$ cat src/rtl/counter_pkg.sv
// Shared types and constants for the counter sequencer block.
package counter_pkg;

    localparam int DEFAULT_WIDTH = 4;

    typedef enum logic [1:0] {
        IDLE  = 2'd0,
        RUN   = 2'd1,
        PAUSE = 2'd2,
        DONE  = 2'd3
    } state_t;

endpackage

$ cat src/rtl/counter_core.sv
// Count register with load, enable and modulo wrap. The down path exists only
// when COUNT_DOWN_EN is defined; otherwise the core counts up only.
module counter_core
    import counter_pkg::*;
#(
    parameter int WIDTH = DEFAULT_WIDTH
) (
    input  logic             clk,
    input  logic             reset,
    input  logic             load,
    input  logic [WIDTH-1:0] load_val,
    input  logic             en,
    input  logic             down,
    input  logic [WIDTH:0]   limit,
    output logic [WIDTH-1:0] count
);

    logic [WIDTH-1:0] up_next;
    logic [WIDTH-1:0] next_count;

    // Compare in WIDTH+1 bits so a limit of 2^WIDTH wraps correctly.
    assign up_next = (({1'b0, count} + (WIDTH+1)'(1)) == limit) ? '0 : count + WIDTH'(1);

`ifdef COUNT_DOWN_EN
    always_comb begin
        next_count = up_next;
        if (down) begin
            next_count = (count == '0) ? WIDTH'(limit - (WIDTH+1)'(1)) : count - WIDTH'(1);
        end
    end
`else
    logic unused_down;
    assign unused_down = down;
    assign next_count  = up_next;
`endif

    always_ff @(posedge clk or negedge reset) begin
        if (!reset) begin
            count <= '0;
        end else if (load) begin
            count <= load_val;
        end else if (en) begin
            count <= next_count;
        end
    end

endmodule

$ cat src/rtl/counter_sequencer.sv
// Run-control FSM around counter_core: start/stop/pause, one-shot or wrapping
// passes, terminal-count flag. Down counting is enabled by COUNT_DOWN_EN.
module counter_sequencer
    import counter_pkg::*;
#(
    parameter int WIDTH = DEFAULT_WIDTH
) (
    input  logic             clk,
    input  logic             reset,
    input  logic             start,
    input  logic             stop,
    input  logic             pause,
    input  logic             oneshot,
    input  logic [WIDTH-1:0] mod_val,
    input  logic             dir,
    output logic [WIDTH-1:0] count,
    output logic             tc,
    output logic             busy,
    output logic             done,
    output state_t           fsm_state
);

    // Handshake: start is acted on only from IDLE or DONE; stop wins over
    // everything; pause is a level that freezes the count while running.
    state_t         state;
    logic [WIDTH:0] lim_q;
    logic           oneshot_q;
    logic           dir_q;
    logic [WIDTH:0] start_lim;
    logic           dir_eff;
    logic [WIDTH-1:0] load_val;
    logic           at_last;
    logic           active;
    logic           load;
    logic           en;

    assign start_lim = (mod_val == '0) ? {1'b1, {WIDTH{1'b0}}} : {1'b0, mod_val};

`ifdef COUNT_DOWN_EN
    assign dir_eff  = dir;
    assign load_val = dir ? WIDTH'(start_lim - (WIDTH+1)'(1)) : '0;
`else
    logic unused_dir;
    assign unused_dir = dir;
    assign dir_eff    = 1'b0;
    assign load_val   = '0;
`endif

    assign active  = (state == RUN) || (state == PAUSE);
    assign at_last = dir_q ? (count == '0)
                           : (({1'b0, count} + (WIDTH+1)'(1)) == lim_q);
    assign tc      = active && at_last;
    assign load    = ((state == IDLE) || (state == DONE)) && start && !stop;
    assign en      = active && !stop && !pause && !(at_last && oneshot_q);
    assign fsm_state = state;

    always_ff @(posedge clk or negedge reset) begin
        if (!reset) begin
            state     <= IDLE;
            lim_q     <= '0;
            oneshot_q <= 1'b0;
            dir_q     <= 1'b0;
            busy      <= 1'b0;
            done      <= 1'b0;
        end else if (stop) begin
            state <= IDLE;
            busy  <= 1'b0;
            done  <= 1'b0;
        end else begin
            case (state)
                IDLE, DONE: begin
                    if (start) begin
                        state     <= RUN;
                        lim_q     <= start_lim;
                        oneshot_q <= oneshot;
                        dir_q     <= dir_eff;
                        busy      <= 1'b1;
                        done      <= 1'b0;
                    end
                end
                RUN, PAUSE: begin
                    // Leaving PAUSE behaves like a RUN cycle, so counting resumes on that edge.
                    if (pause) begin
                        state <= PAUSE;
                    end else if (at_last && oneshot_q) begin
                        state <= DONE;
                        busy  <= 1'b0;
                        done  <= 1'b1;
                    end else begin
                        state <= RUN;
                    end
                end
                default: state <= IDLE;
            endcase
        end
    end

    counter_core #(.WIDTH(WIDTH)) u_core (
        .clk      (clk),
        .reset    (reset),
        .load     (load),
        .load_val (load_val),
        .en       (en),
        .down     (dir_q),
        .limit    (lim_q),
        .count    (count)
    );

endmodule

$ cat config.mk
export PLATFORM = sky130hd
export DESIGN_NAME = counter_sequencer
export DESIGN_NICKNAME = d
export VERILOG_FILES = /design/src/rtl/counter_pkg.sv /design/src/rtl/counter_core.sv /design/src/rtl/counter_sequencer.sv
export SDC_FILE = /design/constraint.sdc
export NUM_CORES = 1
export LEC_CHECK = 0
export CAP_MARGIN = 20
export CORE_ASPECT_RATIO = 0.75
export CORE_UTILIZATION = 23
export CTS_CLUSTER_DIAMETER = 40
export CTS_CLUSTER_SIZE = 16
export DETAILED_ROUTE_END_ITERATION = 12
export PLACE_DENSITY = 0.49
export SLEW_MARGIN = 20
export SYNTH_ARGS = -nofsm -noshare
export SYNTH_HDL_FRONTEND = slang
export SYNTH_SLANG_ARGS = --single-unit
$ cat constraint.sdc
create_clock -name clk -period 3.2 [get_ports clk]
set_clock_uncertainty 0.15 [all_clocks]
set_input_delay 0.32 -clock clk [delete_from_list [all_inputs] [get_ports clk]]
set_output_delay 0.32 -clock clk [all_outputs]
set_load 0.02 [all_outputs]
==> results of run 1 <==
==> routing by layer <==
metal  global-route usage (%)  vias up  share of wire (%)
met2                     15.7       11                 42
met3                     4.00        2                4.4
li1                         -      350                  -
met5                        0        -                  0
met1                     14.0      314                 53
met4                     3.00        0               0.52
==> cells in the final DEF (no fill, tap or decap), drive strengths merged, types with 2 or more instances in the layout <==
cell type	Yosys	routed
nand3	2	2
nor3	4	4
inv	4	4
nor2b	2	2
nand2	18	18
and3	3	3
o32ai	2	2
clkdlybuf4s50	0	18
o21ai	4	4
nor2	3	3
clkbuf	1	4
a211o	2	2
a31oi	2	2
dfrtp	14	14
xnor2	4	4
==> path summary, 6_finish.rpt <==
check	slack [ps]	start	depth (start not counted)	endpoint
worst max register to register	1170	u_core.count[0]	6	fsm_state[1]
min in group clk	350	lim_q[0]	2	lim_q[0]
max in group asynchronous	2170	reset	1	u_core.count[1]
worst max-delay path	270	u_core.count[0]	6	tc
worst min-delay path	310	reset	1	oneshot_q
worst min register to register	350	lim_q[0]	2	lim_q[0]
==> area by class of cell <==
type | count | area share, %
multi-input combinational | 65 | 38.9
sequential | 14 | 32.5
timing repair buffer | 19 | 17.4
clock buffer | 4 | 5.11
tap | 40 | 4.65
inverter | 4 | 1.39
==> where the power goes <==
group / switching [mW] / total (mW) / internal (mW)
sequential: 0.0705 / 0.306 / 0.235
clock: 0.0612 / 0.170 / 0.109
combinational: 0.207 / 0.402 / 0.195
total: 0.339 / 0.878 / 0.539
==> per-stage QoR <==
step	area, µm²	setup slack [ps]
2_1_floorplan	793	1030
3_3_place_gp	1020	554
3_5_place_dp	1020	538
4_1_cts	1080	261
5_1_grt	1080	119
6_report	1080	275
==> registers in the layout (all words and copies together), names as in the netlist <==
signal / flops
done: 1
fsm_state: 2
busy: 1
u_core.count: 4
oneshot_q: 1
lim_q: 5
==> cell families (layout without fill, tap and decap cells) <==
kind of cell	Yosys count	after routing	synth area share [%]
buf+inv	6	27	3.00
flops	14	14	44.2
compound gates	17	17	15.9
simple gates	41	41	26.0
xor+xnor	6	6	9.31
fa+ha+maj	1	1	1.58
==> results.cfg, run 1 <==
[floorplan]
fp.dieW_um = 69.8
io_pins = 20
dieArea_mm2 = 0.00369
initial_core_util_pct = 24.1
die_h_um = 52.9
core_mm2 = 0.00329
rows = 18

[cells_and_area]
drive_gt1_share_pct = 6.60
multiInputGateArea_um2 = 419
antenna_cells = 0
synthToLayoutAreaGrowth_pct = 35.8
finalNonFillerCells = 146
fin_util_pct = 32.8
nets = 119
fill_cells = 343
seqCellArea_um2 = 350

[drt]
dr_total_vias = 677
drc = 0
ant_nets = 0
drt_wl_total_mm = 1.73
post_drt_via_cell_ratio = 4.64
post_drt_wl_per_cell_um = 11.9
firstDrtPassIters = 4
drtIter0Drc = 21

[setup_path]
cp_cell_sequence = ha_1 -> xnor2_1 -> o211a_1 -> and3_1 -> and2b_1 -> clkdlybuf4s50_1
critPathMaxStageDelay_ps = 590
critPathSlowestCell = clkdlybuf4s50_1
cp.required_ps = 2730
arrival_ps = 2460
worstPathBufferInverterCount = 1
path_class = reg -> out
end_kind = output pin
cp_max_fo = 8
start_kind = flop
critical_path.top_delay_family = buffers and inverters

[timing]
tns_ps = 0
timing.hold.ws_ps = 314
worst_pin_slew_ps = 632
fmax_ghz = 0.342
max-slew-margin-rel_pct = 57.7
period_needed_ps = 2930
finalSetupViolCount = 0
rsz0062_at_grt = no
hold_violations = 0
slew_viol_final = 0
period_share_pct = 91.4

[cts]
numCtsBuffers = 3
cts_tree = done
ctsResizeCount = 0
path_clk_slew_ps = 60
clock-sinks = 14
clock_path_buffers = 2
cts_root_buf = clkbuf_8
cts_max_level = 1
cts_setup_buffers = 0
cts_hold_buffers = 0
clk_latency_ps = 250

[place]
place_congestion = 0.747
dp_cells = 142
portBuffers = 18
dp_hpwl_mm = 1.35

[run]
maxCapViolations = 0

[power_and_ir_drop]
irDropWorstVdd_mv = 0.260
p_leak_nw = 0.466
p_total_uw = 878
p_per_area_mw_per_mm2 = 815

[global_routing]
antenna_found_initial = 0
track_usage_pct = 10.5
grt_pass1_wl_mm = 2.90
grt_pass1_vias = 613
grt_max_degree = 15
grt-ovfl-total = 0

[synthesis]
synth-warning-count = 0
synth_top_cells_by_area = dfrtp_1 44%, nand2_1 8.5%, xnor2_1 3.3%
ys_types = 37
synthesis.nets = 97
synth_area_um2 = 793
ys_ff_latch = 14
ys.flop_type = dfrtp_1
synth_common_cells = 18 x nand2_1, 14 x dfrtp_1, 4 x nor3_1
syn_area_per_cell_um2 = 9.33
yosysTopAreaCell = dfrtp_1
async_flop_share_pct = 100
post-synth-top-count-cell = nand2_1
syn_inst = 85
synth_top_area_share_pct = 44.2
synth_edf_count = 0
ys_seq_area_share_pct = 44.2

[hold_path]
hold_class = in -> async

[status]
outcome = finished clean
Note: power is estimated with default switching activity, not from simulation.
==> run 2: changes to the inputs <==
--- a/config.mk
+++ b/config.mk
@@ -6,12 +6,14 @@
 export NUM_CORES = 1
 export LEC_CHECK = 0
 export CAP_MARGIN = 20
+export CELL_PAD_IN_SITES_DETAIL_PLACEMENT = 1
+export CELL_PAD_IN_SITES_GLOBAL_PLACEMENT = 1
 export CORE_ASPECT_RATIO = 0.75
 export CORE_UTILIZATION = 23
 export CTS_CLUSTER_DIAMETER = 40
 export CTS_CLUSTER_SIZE = 16
 export DETAILED_ROUTE_END_ITERATION = 12
-export PLACE_DENSITY = 0.49
+export PLACE_DENSITY = 0.59
 export SLEW_MARGIN = 20
 export SYNTH_ARGS = -nofsm -noshare
 export SYNTH_HDL_FRONTEND = slang
==> run 2 against run 1 <==
Against the previous run: sequential power about the same; total power increased by 1.5%; count of clock-buffer cells in the layout unchanged; routed wire length increased by 20%; critical path type unchanged.
==> results.cfg, run 2 (synthesized netlist as in run 1, its figures left out) <==
[timing]
period_needed_ps = 2950
hold_violations = 0
fmax_ghz = 0.339
worst_pin_slew_ps = 696
period_share_pct = 92.2
setup_ws_ps = 251
slew_viol_final = 0
finalSetupViolCount = 0
rsz0062_at_grt = no
tns_ps = 0
max-slew-margin-rel_pct = 53.4

[cts]
cts_setup_buffers = 0
clock_path_buffers = 2
cts_hold_buffers = 0
cts_max_level = 1
cts_root_buf = clkbuf_8
numCtsBuffers = 3
path_clk_slew_ps = 70
clock-sinks = 14
clk_latency_ps = 250
ctsResizeCount = 0
cts_tree = done

[global_routing]
grt-ovfl-total = 0
grt_pass1_wl_mm = 3.59
antenna_found_initial = 0
grt_pass1_vias = 708
track_usage_pct = 13.1
grt_max_degree = 15

[drt]
route.met3.wl_um = 77
drtIter0Drc = 17
firstDrtPassIters = 4
wl_met2_um = 930
drc = 0
post_drt_wl_per_cell_um = 14.3
ant_nets = 0
dr_total_vias = 708
post_drt_via_cell_ratio = 4.85
drt_wl_total_mm = 2.08
top_layer_used = met4
wl_met1_mm = 1.05

[run]
maxCapViolations = 0

[cells_and_area]
postLayoutCellArea_mm2 = 0.00108
synthToLayoutAreaGrowth_pct = 35.8
antenna_cells = 0
top_register = lim_q
fin_util_pct = 32.8
drive_gt1_share_pct = 6.60
largest_reg_flops = 5
nets = 119
layout_common_cells = 18 x nand2_1, 18 x clkdlybuf4s50_1, 14 x dfrtp_1
fill_cells = 386

[setup_path]
cp.required_ps = 2730
r2r_slack_ps = 1140
r2r-end = fsm_state[1]
end_kind = output pin
cp_max_fo = 8
crit-reg2reg-launch = u_core.count[0]
endpoint = tc
start_kind = flop
path_class = reg -> out
startpoint = u_core.count[0]
arrival_ps = 2480
worstRegToRegCells = 6

[power_and_ir_drop]
switching_share_pct = 39.5
p_per_area_mw_per_mm2 = 827
comb_power_share_pct = 46.0
pwr-share-seq_pct = 34.2
p_leak_nw = 0.466
irDropWorstVdd_mv = 0.267
power.internal_uw = 539
power_frac_clock_pct = 19.8
p_total_uw = 891
p_sw_uw = 352

[floorplan]
die_h_um = 52.9
fp.dieW_um = 69.8
dieArea_mm2 = 0.00369
core_mm2 = 0.00329
rows = 18
io_pins = 20
initial_core_util_pct = 24.1

[place]
portBuffers = 18
place_congestion = 0.714
preCtsSetupSlack_ps = 496
dp_hpwl_mm = 1.63
dpl_cell_area_mm2 = 0.00102

[status]
outcome = finished clean

[hold_path]
hold_class = in -> async
run 2: cell counts in the layout (fill, tap and decap cells not counted):
No cell type changed its count.
run 2: per-stage QoR:
stage	hold WS [ps]	cells
final	337	146
after global routing	385	146
after CTS	359	146
after detailed placement	342	142
after global placement	339	142
after floorplan	-126	85
run 2: how the worst min path moves through the flow:
stage / from / to / slack [ps] / cells past startpoint
6_report: reset / done / 340 / 1
5_1_grt: reset / done / 390 / 1
4_1_cts: reset / done / 360 / 1
3_5_place_dp: lim_q[0] / lim_q[0] / 340 / 2
3_3_place_gp: lim_q[0] / lim_q[0] / 340 / 2
2_1_floorplan: reset / busy / -130 / 0
run 2: worst max-delay path, stage by stage (launching register included):
cell,delay [ps]
dfrtp_1,470
ha_1,360
xnor2_1,160
o211a_1,240
and3_1,260
and2b_1,140
clkdlybuf4s50_1,590
run 2: area by class of cell:
class,instances,area [µm²],area share (%)
multi-input cells,65,419,38.9
flip-flops and latches,14,350,32.5
repair buffers,19,188,17.4
clock buffers,4,55.1,5.11
well taps,40,50.0,4.65
inverters,4,15.0,1.39
run 2: per-layer routing:
layer | vias to the layer above | global-route usage (%)
met3 | 2 | 3.43
met2 | 14 | 20.5
met1 | 346 | 17.3
li1 | 346 | -
met5 | - | 0
met4 | 0 | 5.00
run 2: power by group through the flow:
stage / Clock, mW / Sequential [mW] / Combinational, mW
finish: 0.176 / 0.305 / 0.410
global route: 0.197 / 0.316 / 0.457
CTS: 0.185 / 0.306 / 0.417
detailed placement: 0 / 0.310 / 0.416
global placement: 0 / 0.305 / 0.404
floorplan: 0 / 0.323 / 0.241
==> run 3: changes to the inputs <==
--- a/config.mk
+++ b/config.mk
@@ -14,7 +14,6 @@
 export CTS_CLUSTER_SIZE = 16
 export DETAILED_ROUTE_END_ITERATION = 12
 export PLACE_DENSITY = 0.59
-export SLEW_MARGIN = 20
 export SYNTH_ARGS = -nofsm -noshare
 export SYNTH_HDL_FRONTEND = slang
 export SYNTH_SLANG_ARGS = --single-unit
==> results of run 3 <==
Same layout as run 2: the final DEF is identical, and so are final timing and power.
